--- src/rtl/pipe_buf_pkg.sv ---
// Shared constants and types for the pipeline skid buffer.
// Build option: PIPE_SKID_STALL_CNT_EN adds the saturating stall counter.
package pipe_buf_pkg;

    // State encoding doubles as the occupancy count.
    localparam logic [1:0] ST_EMPTY = 2'd0;
    localparam logic [1:0] ST_ONE   = 2'd1;
    localparam logic [1:0] ST_FULL  = 2'd2;

    localparam int unsigned               STALL_CNT_W   = 16;
    localparam logic [STALL_CNT_W-1:0]    STALL_CNT_MAX = 16'hFFFF;

    typedef enum logic [1:0] {
        StEmpty = ST_EMPTY,
        StOne   = ST_ONE,
        StFull  = ST_FULL
    } state_e;

endpackage

--- src/rtl/pipe_skid_buffer_if.sv ---
// Valid/ready stream link between pipeline stages.
// The producer uses the master modport, the consumer the slave modport.
interface pipe_skid_buffer_if #(
    parameter int unsigned WIDTH = 16
) ();

    logic             valid;
    logic             ready;
    logic [WIDTH-1:0] data;

    modport master (
        output valid,
        output data,
        input  ready
    );

    modport slave (
        input  valid,
        input  data,
        output ready
    );

endinterface

--- src/rtl/pipe_skid_buffer.sv ---
// Two-entry skid buffer on the receiving end of a pipeline link.
// Words appear downstream one cycle after acceptance; in_ready is decoded from
// the state register only, so it never depends on out_ready.
// Build option: PIPE_SKID_STALL_CNT_EN adds the stall_cnt port and counter.
module pipe_skid_buffer
    import pipe_buf_pkg::*;
#(
    parameter int unsigned WIDTH = 16
) (
    input  logic               clk,
    input  logic               reset,
    input  logic               flush,
    pipe_skid_buffer_if.slave  in_if,
    pipe_skid_buffer_if.master out_if,
    output logic [1:0]         occupancy
`ifdef PIPE_SKID_STALL_CNT_EN
    ,
    output logic [STALL_CNT_W-1:0] stall_cnt
`endif
);

    state_e           state_q;
    logic [WIDTH-1:0] main_q;
    logic [WIDTH-1:0] skid_q;
    logic             in_xfer;
    logic             out_xfer;

    // Handshake flags and outputs decoded straight from registered state.
    always_comb begin
        in_if.ready  = (state_q != StFull);
        out_if.valid = (state_q != StEmpty);
        out_if.data  = main_q;
        occupancy    = state_q;
        in_xfer      = in_if.valid && in_if.ready;
        out_xfer     = out_if.valid && out_if.ready;
    end

    // Occupancy FSM with main/skid storage; reset and flush both discard everything.
    always_ff @(posedge clk) begin
        if (reset || flush) begin
            state_q <= StEmpty;
            main_q  <= '0;
            skid_q  <= '0;
        end else begin
            case (state_q)
                StEmpty: begin
                    if (in_xfer) begin
                        main_q  <= in_if.data;
                        state_q <= StOne;
                    end
                end
                StOne: begin
                    if (in_xfer && out_xfer) begin
                        main_q <= in_if.data;
                    end else if (in_xfer) begin
                        // Downstream stalled: park the new word behind the head.
                        skid_q  <= in_if.data;
                        state_q <= StFull;
                    end else if (out_xfer) begin
                        // main_q keeps its stale value; out_valid masks it.
                        state_q <= StEmpty;
                    end
                end
                StFull: begin
                    if (out_xfer) begin
                        main_q  <= skid_q;
                        state_q <= StOne;
                    end
                end
                default: begin
                    state_q <= StEmpty;
                end
            endcase
        end
    end

`ifdef PIPE_SKID_STALL_CNT_EN
    logic [STALL_CNT_W-1:0] stall_cnt_q;

    // Count cycles where a word waits on downstream; saturates, cleared by reset only.
    always_ff @(posedge clk) begin
        if (reset) begin
            stall_cnt_q <= '0;
        end else if (out_if.valid && !out_if.ready && (stall_cnt_q != STALL_CNT_MAX)) begin
            stall_cnt_q <= stall_cnt_q + STALL_CNT_W'(1);
        end
    end

    assign stall_cnt = stall_cnt_q;
`endif

endmodule

--- src/flat_wrapper.sv ---
// flat-port wrapper written by rule: the top's interface ports become plain ports
module pipe_skid_buffer_flat import pipe_buf_pkg::*;
#(
    parameter int unsigned WIDTH = 16
)
  (clk, reset, flush, occupancy, in_if_valid, in_if_data, in_if_ready, out_if_valid, out_if_data, out_if_ready);
  pipe_skid_buffer_if #(.WIDTH(WIDTH)) in_if_i ();
  pipe_skid_buffer_if #(.WIDTH(WIDTH)) out_if_i ();
  input  logic clk;
  input  logic reset;
  input  logic flush;
  output logic [1:0] occupancy;
  input wire logic [$bits(in_if_i.valid)-1:0] in_if_valid;
  input wire logic [$bits(in_if_i.data)-1:0] in_if_data;
  output wire logic [$bits(in_if_i.ready)-1:0] in_if_ready;
  output wire logic [$bits(out_if_i.valid)-1:0] out_if_valid;
  output wire logic [$bits(out_if_i.data)-1:0] out_if_data;
  input wire logic [$bits(out_if_i.ready)-1:0] out_if_ready;
  assign in_if_i.valid = in_if_valid;
  assign in_if_i.data = in_if_data;
  assign in_if_ready = in_if_i.ready;
  assign out_if_valid = out_if_i.valid;
  assign out_if_data = out_if_i.data;
  assign out_if_i.ready = out_if_ready;
  pipe_skid_buffer #(.WIDTH(WIDTH)) u_core (.clk(clk), .reset(reset), .flush(flush), .in_if(in_if_i), .out_if(out_if_i), .occupancy(occupancy));
endmodule
--- config.mk ---
export PLATFORM = sky130hd
export DESIGN_NAME = pipe_skid_buffer_flat
export DESIGN_NICKNAME = d
export VERILOG_FILES = /design/src/rtl/pipe_buf_pkg.sv /design/src/rtl/pipe_skid_buffer_if.sv /design/src/rtl/pipe_skid_buffer.sv /design/src/flat_wrapper.sv
export SDC_FILE = /design/constraint.sdc
export NUM_CORES = 1
export LEC_CHECK = 0
export BUFFER_PORTS_ARGS = -buffer_cell sky130_fd_sc_hd__buf_2
export CAP_MARGIN = 20
export CORE_MARGIN = 3
export CORE_UTILIZATION = 51
export DETAILED_ROUTE_END_ITERATION = 8
export PLACE_DENSITY = 0.82
export SETUP_SLACK_MARGIN = 0.15
export SLEW_MARGIN = 30
export SYNTH_ARGS = -nofsm -noshare
export SYNTH_HDL_FRONTEND = slang
export SYNTH_SLANG_ARGS = --single-unit
--- constraint.sdc ---
create_clock -name clk -period 1.4 [get_ports clk]
set_input_delay 0.28 -clock clk [delete_from_list [all_inputs] [get_ports clk]]
set_output_delay 0.28 -clock clk [all_outputs]
set_load 0.005 [all_outputs]
==> insert_results.sql <==
INSERT INTO impl_metrics (metric_group, metric, value, unit) VALUES
('outcome', 'status', 'complete, but fails checks', ''),
('route', 'routed-wl-met3', '302', 'um'),
('synth', 'post-synth-top-area-cell', 'sky130_fd_sc_hd__dfxtp_1', ''),
('clock_tree', 'clk_root_buffer_cell', 'sky130_fd_sc_hd__clkbuf_4', ''),
('cells_and_area', 'syn_to_layout_area_delta', '42.55', '%'),
('sta', 'worst_clock_skew', '0.006850', 'ns'),
('min_path', 'hold-path-endpoint', 'u_core.skid_q[6]$_SDFFE_PP0P_', ''),
('clock_tree', 'clk_pin_slew_worst_paths', '0.10', 'ns'),
('route', 'drcViolationCount', '0', ''),
('sta', 'fin_ws', '-0.01483', 'ns'),
('worst_setup_path', 'worstPathMaxFanout', '6', ''),
('cells_and_area', 'drive_gt1_share', '60.28', '%'),
('floorplan', 'num_io_pins', '41', ''),
('sta', 'rsz0062_at_grt', 'yes', ''),
('worst_setup_path', 'cp_common_cell', 'sky130_fd_sc_hd__a211oi_1', ''),
('worst_setup_path', 'worst-r2r-cell-count', '4', ''),
('placed_design', 'gp_congestion', '0.8110', ''),
('min_path', 'min-delay-path-class', 'input port to register', ''),
('clock_tree', 'cts_buffer_depth', '2', ''),
('route', 'met2WireLength', '2556', 'um'),
('route', 'detail-route-antenna-nets', '0', ''),
('placed_design', 'total_of_buffers_placed_on_input_and_output_ports', '40', ''),
('min_path', 'hp-start', 'in_if_data[6]', ''),
('power', 'internal_power', '1.334', 'mW'),
('worst_setup_path', 'worstSetupPathType', 'register to register', ''),
('floorplan', 'core_area', '0.002829', 'sq mm'),
('outcome', 'violated_checks', 'negative setup slack', ''),
('route', 'top_layer_used', 'met4', ''),
('synth', 'async_flop_share', '0', '%'),
('floorplan', 'start_util', '55.20', '%'),
('global_route', 'grt_start_max_net_pins', '35', ''),
('worst_setup_path', 'r2r_end', 'u_core.out_if.data[1]$_SDFFE_PP0P_', ''),
('clock_tree', 'clkSinkCount', '34', ''),
('sta', 'finalSetupViolations', '1', ''),
('synth', 'syn-mean-instance-area', '9.521', 'sq um'),
('floorplan', 'design.die.area', '0.003762', 'sq mm'),
('power', 'proportion_of_power_drawn_by_the_clock_network', '27.7', '%'),
('sta', 'finalHoldWorstSlack', '0.1771', 'ns'),
('clock_tree', 'tritoncts.num_buffers', '5', ''),
('cells_and_area', 'final_nets', '235', ''),
('sta', 'final.period_utilization', '101.1', '%'),
('sta', 'slew_violations', '0', ''),
('synth', 'post_synth_instance_area', '0.001561', 'sq mm'),
('power', 'vdd.ir_drop.worst', '0.0006110', 'V'),
('synth', 'synthTopCellsByArea', 'sky130_fd_sc_hd__dfxtp_1 44%, sky130_fd_sc_hd__a211oi_1 11%, sky130_fd_sc_hd__mux2i_1 10%, sky130_fd_sc_hd__nand2_1 8.2%, sky130_fd_sc_hd__a211oi_2 8.0%', ''),
('power', 'power.sequential.fraction', '55.1', '%'),
('worst_setup_path', 'critical_path.n_buffers_inverters', '1', ''),
('worst_setup_path', 'type_of_origin_of_the_critical_path', 'register', ''),
('route', 'avgViaCountPerCell', '6.253', ''),
('sta', 'fmaxAchievable', '706.8', 'MHz'),
('sta', 'final_hold_violation_count', '0', ''),
('global_route', 'via_count_of_the_first_global_routing_pass', '1416', ''),
('synth', 'yosysSeqAreaShare', '43.59', '%'),
('route', 'wl_met1', '1856', 'um'),
('synth', 'post_synth_num_cell_types', '21', ''),
('cells_and_area', 'finalInstanceArea', '0.002226', 'sq mm'),
('cells_and_area', 'n_antenna_cell', '0', ''),
('route', 'total_wirelength', '4805', 'um'),
('flow_run', 'max-cap-violations', '0', ''),
('clock_tree', 'cts-htree-levels', '2', ''),
('worst_setup_path', 'worst_path_max_delay_cell', 'sky130_fd_sc_hd__dfxtp_4', ''),
('route', 'detailedRoute.firstIterationViolations', '87', ''),
('floorplan', 'horizontal_die_dimension', '61.34', 'um'),
('placed_design', 'hpwlAfterDp', '2502', 'um'),
('synth', 'top_flip_flop_cell_by_instance_count_after_synthesis', 'sky130_fd_sc_hd__dfxtp_1', ''),
('floorplan', 'dieHeight', '61.34', 'um'),
('synth', 'synth_enable_flop_cells', '0', ''),
('route', 'drt_pre_antenna_iters', '4', ''),
('power', 'power.share.combinational', '17.3', '%'),
('global_route', 'grt_antenna_before_repair', '0', ''),
('power', 'power.density', '826.1', 'mW/mm^2');
[metrics by stage]
stage | setup WS, ns | cells | utilization, % | setup TNS (ns) | total power, mW
floorplan | 0.1575 | 164 | - | 0 | 1.184
global placement | 0.09661 | 225 | 64.97 | 0 | 1.260
detailed placement | 0.05992 | 225 | 64.97 | 0 | 1.270
CTS | 0.02337 | 241 | 71.07 | 0 | 1.791
global route | -0.06567 | 245 | 78.68 | -0.1962 | 1.908
finish | -0.01483 | 245 | 78.68 | -0.01483 | 1.839
[kinds of logic (layout without fill, tap and decap cells)]
family	Yosys count	in the layout	share of synthesized area (%)
flip-flops	34	34	43.59
buffers and inverters	17	66	6.650
AO/OA/AOI/OAI	53	54	26.44
multiplexers	16	16	10.26
AND/OR/NAND/NOR	44	44	13.06
[layout by cell type (no fill, tap or decap), types with 2 or more instances in the layout]
| cell type | instances |
|---|---|
| sky130_fd_sc_hd__nand2_2 | 10 |
| sky130_fd_sc_hd__dfxtp_1 | 32 |
| sky130_fd_sc_hd__a21o_4 | 2 |
| sky130_fd_sc_hd__a21oi_1 | 4 |
| sky130_fd_sc_hd__a211oi_2 | 21 |
| sky130_fd_sc_hd__nand2_1 | 23 |
| sky130_fd_sc_hd__nand2b_4 | 2 |
| sky130_fd_sc_hd__a211oi_4 | 3 |
| sky130_fd_sc_hd__buf_6 | 8 |
| sky130_fd_sc_hd__a211oi_1 | 9 |
| sky130_fd_sc_hd__a21oi_2 | 13 |
| sky130_fd_sc_hd__clkbuf_1 | 2 |
| sky130_fd_sc_hd__buf_4 | 9 |
| sky130_fd_sc_hd__dfxtp_4 | 2 |
| sky130_fd_sc_hd__buf_12 | 2 |
| sky130_fd_sc_hd__mux2i_2 | 5 |
| sky130_fd_sc_hd__buf_2 | 38 |
| sky130_fd_sc_hd__clkbuf_4 | 5 |
| sky130_fd_sc_hd__mux2i_1 | 11 |
[worst reg2reg max path: stages (launching register included)]
cell	delay [ns]
sky130_fd_sc_hd__dfxtp_4	0.38
sky130_fd_sc_hd__and3b_2	0.30
sky130_fd_sc_hd__buf_4	0.18
sky130_fd_sc_hd__a211oi_1	0.32
sky130_fd_sc_hd__a211oi_1	0.09
[power by group through the flow]
stage / registers (mW) / logic (mW) / clock network (mW)
global placement: 1.03 / 0.227 / 0
CTS: 1.01 / 0.265 / 0.516
floorplan: 1.03 / 0.150 / 0
global route: 1.01 / 0.339 / 0.554
finish: 1.01 / 0.318 / 0.509
detailed placement: 1.03 / 0.236 / 0
[registers in the layout, summed over array words and instances, names as in the netlist]
name                cells
u_core.out_if.data     16
u_core.skid_q          16
u_core.occupancy        2
[worst max path at each step]
stage / from / to / slack, ns / depth (start not counted)
floorplan: u_core.occupancy[0]$_SDFFE_PP0P_ / u_core.out_if.data[5]$_SDFFE_PP0P_ / 0.16 / 5
global placement: out_if_ready / u_core.out_if.data[3]$_SDFFE_PP0P_ / 0.1 / 5
detailed placement: flush / u_core.out_if.data[0]$_SDFFE_PP0P_ / 0.06 / 3
CTS: u_core.occupancy[0]$_SDFFE_PP0P_ / in_if_ready / 0.02 / 3
global route: u_core.occupancy[1]$_SDFFE_PP0P_ / u_core.out_if.data[1]$_SDFFE_PP0P_ / -0.07 / 4
finish: u_core.occupancy[1]$_SDFFE_PP0P_ / u_core.out_if.data[1]$_SDFFE_PP0P_ / -0.01 / 4
[metal layers]
layer	GRT usage [%]	vias to the layer above
met5	0	-
met4	8.485	0
met3	8.176	11
met2	41.84	76
met1	27.80	759
li1	-	686
[area by class of cell]
class	instances	area, sq um
fill	193	603.1
sequential	34	688.2
clock buffer	7	45.04
multi-input combinational	114	1026
timing repair buffer	59	427.9
tap	31	38.79
[what timing repair did]
item / CTS / global route
pin swaps: 1 / 18
gates cloned: 2 / 2
gates resized for setup: 14 / 47
buffers inserted: 7 / 2
hold buffers: 0 / 0
endpoints found under the setup margin: 18 / 37
Note: power is estimated with default switching activity, not from simulation.
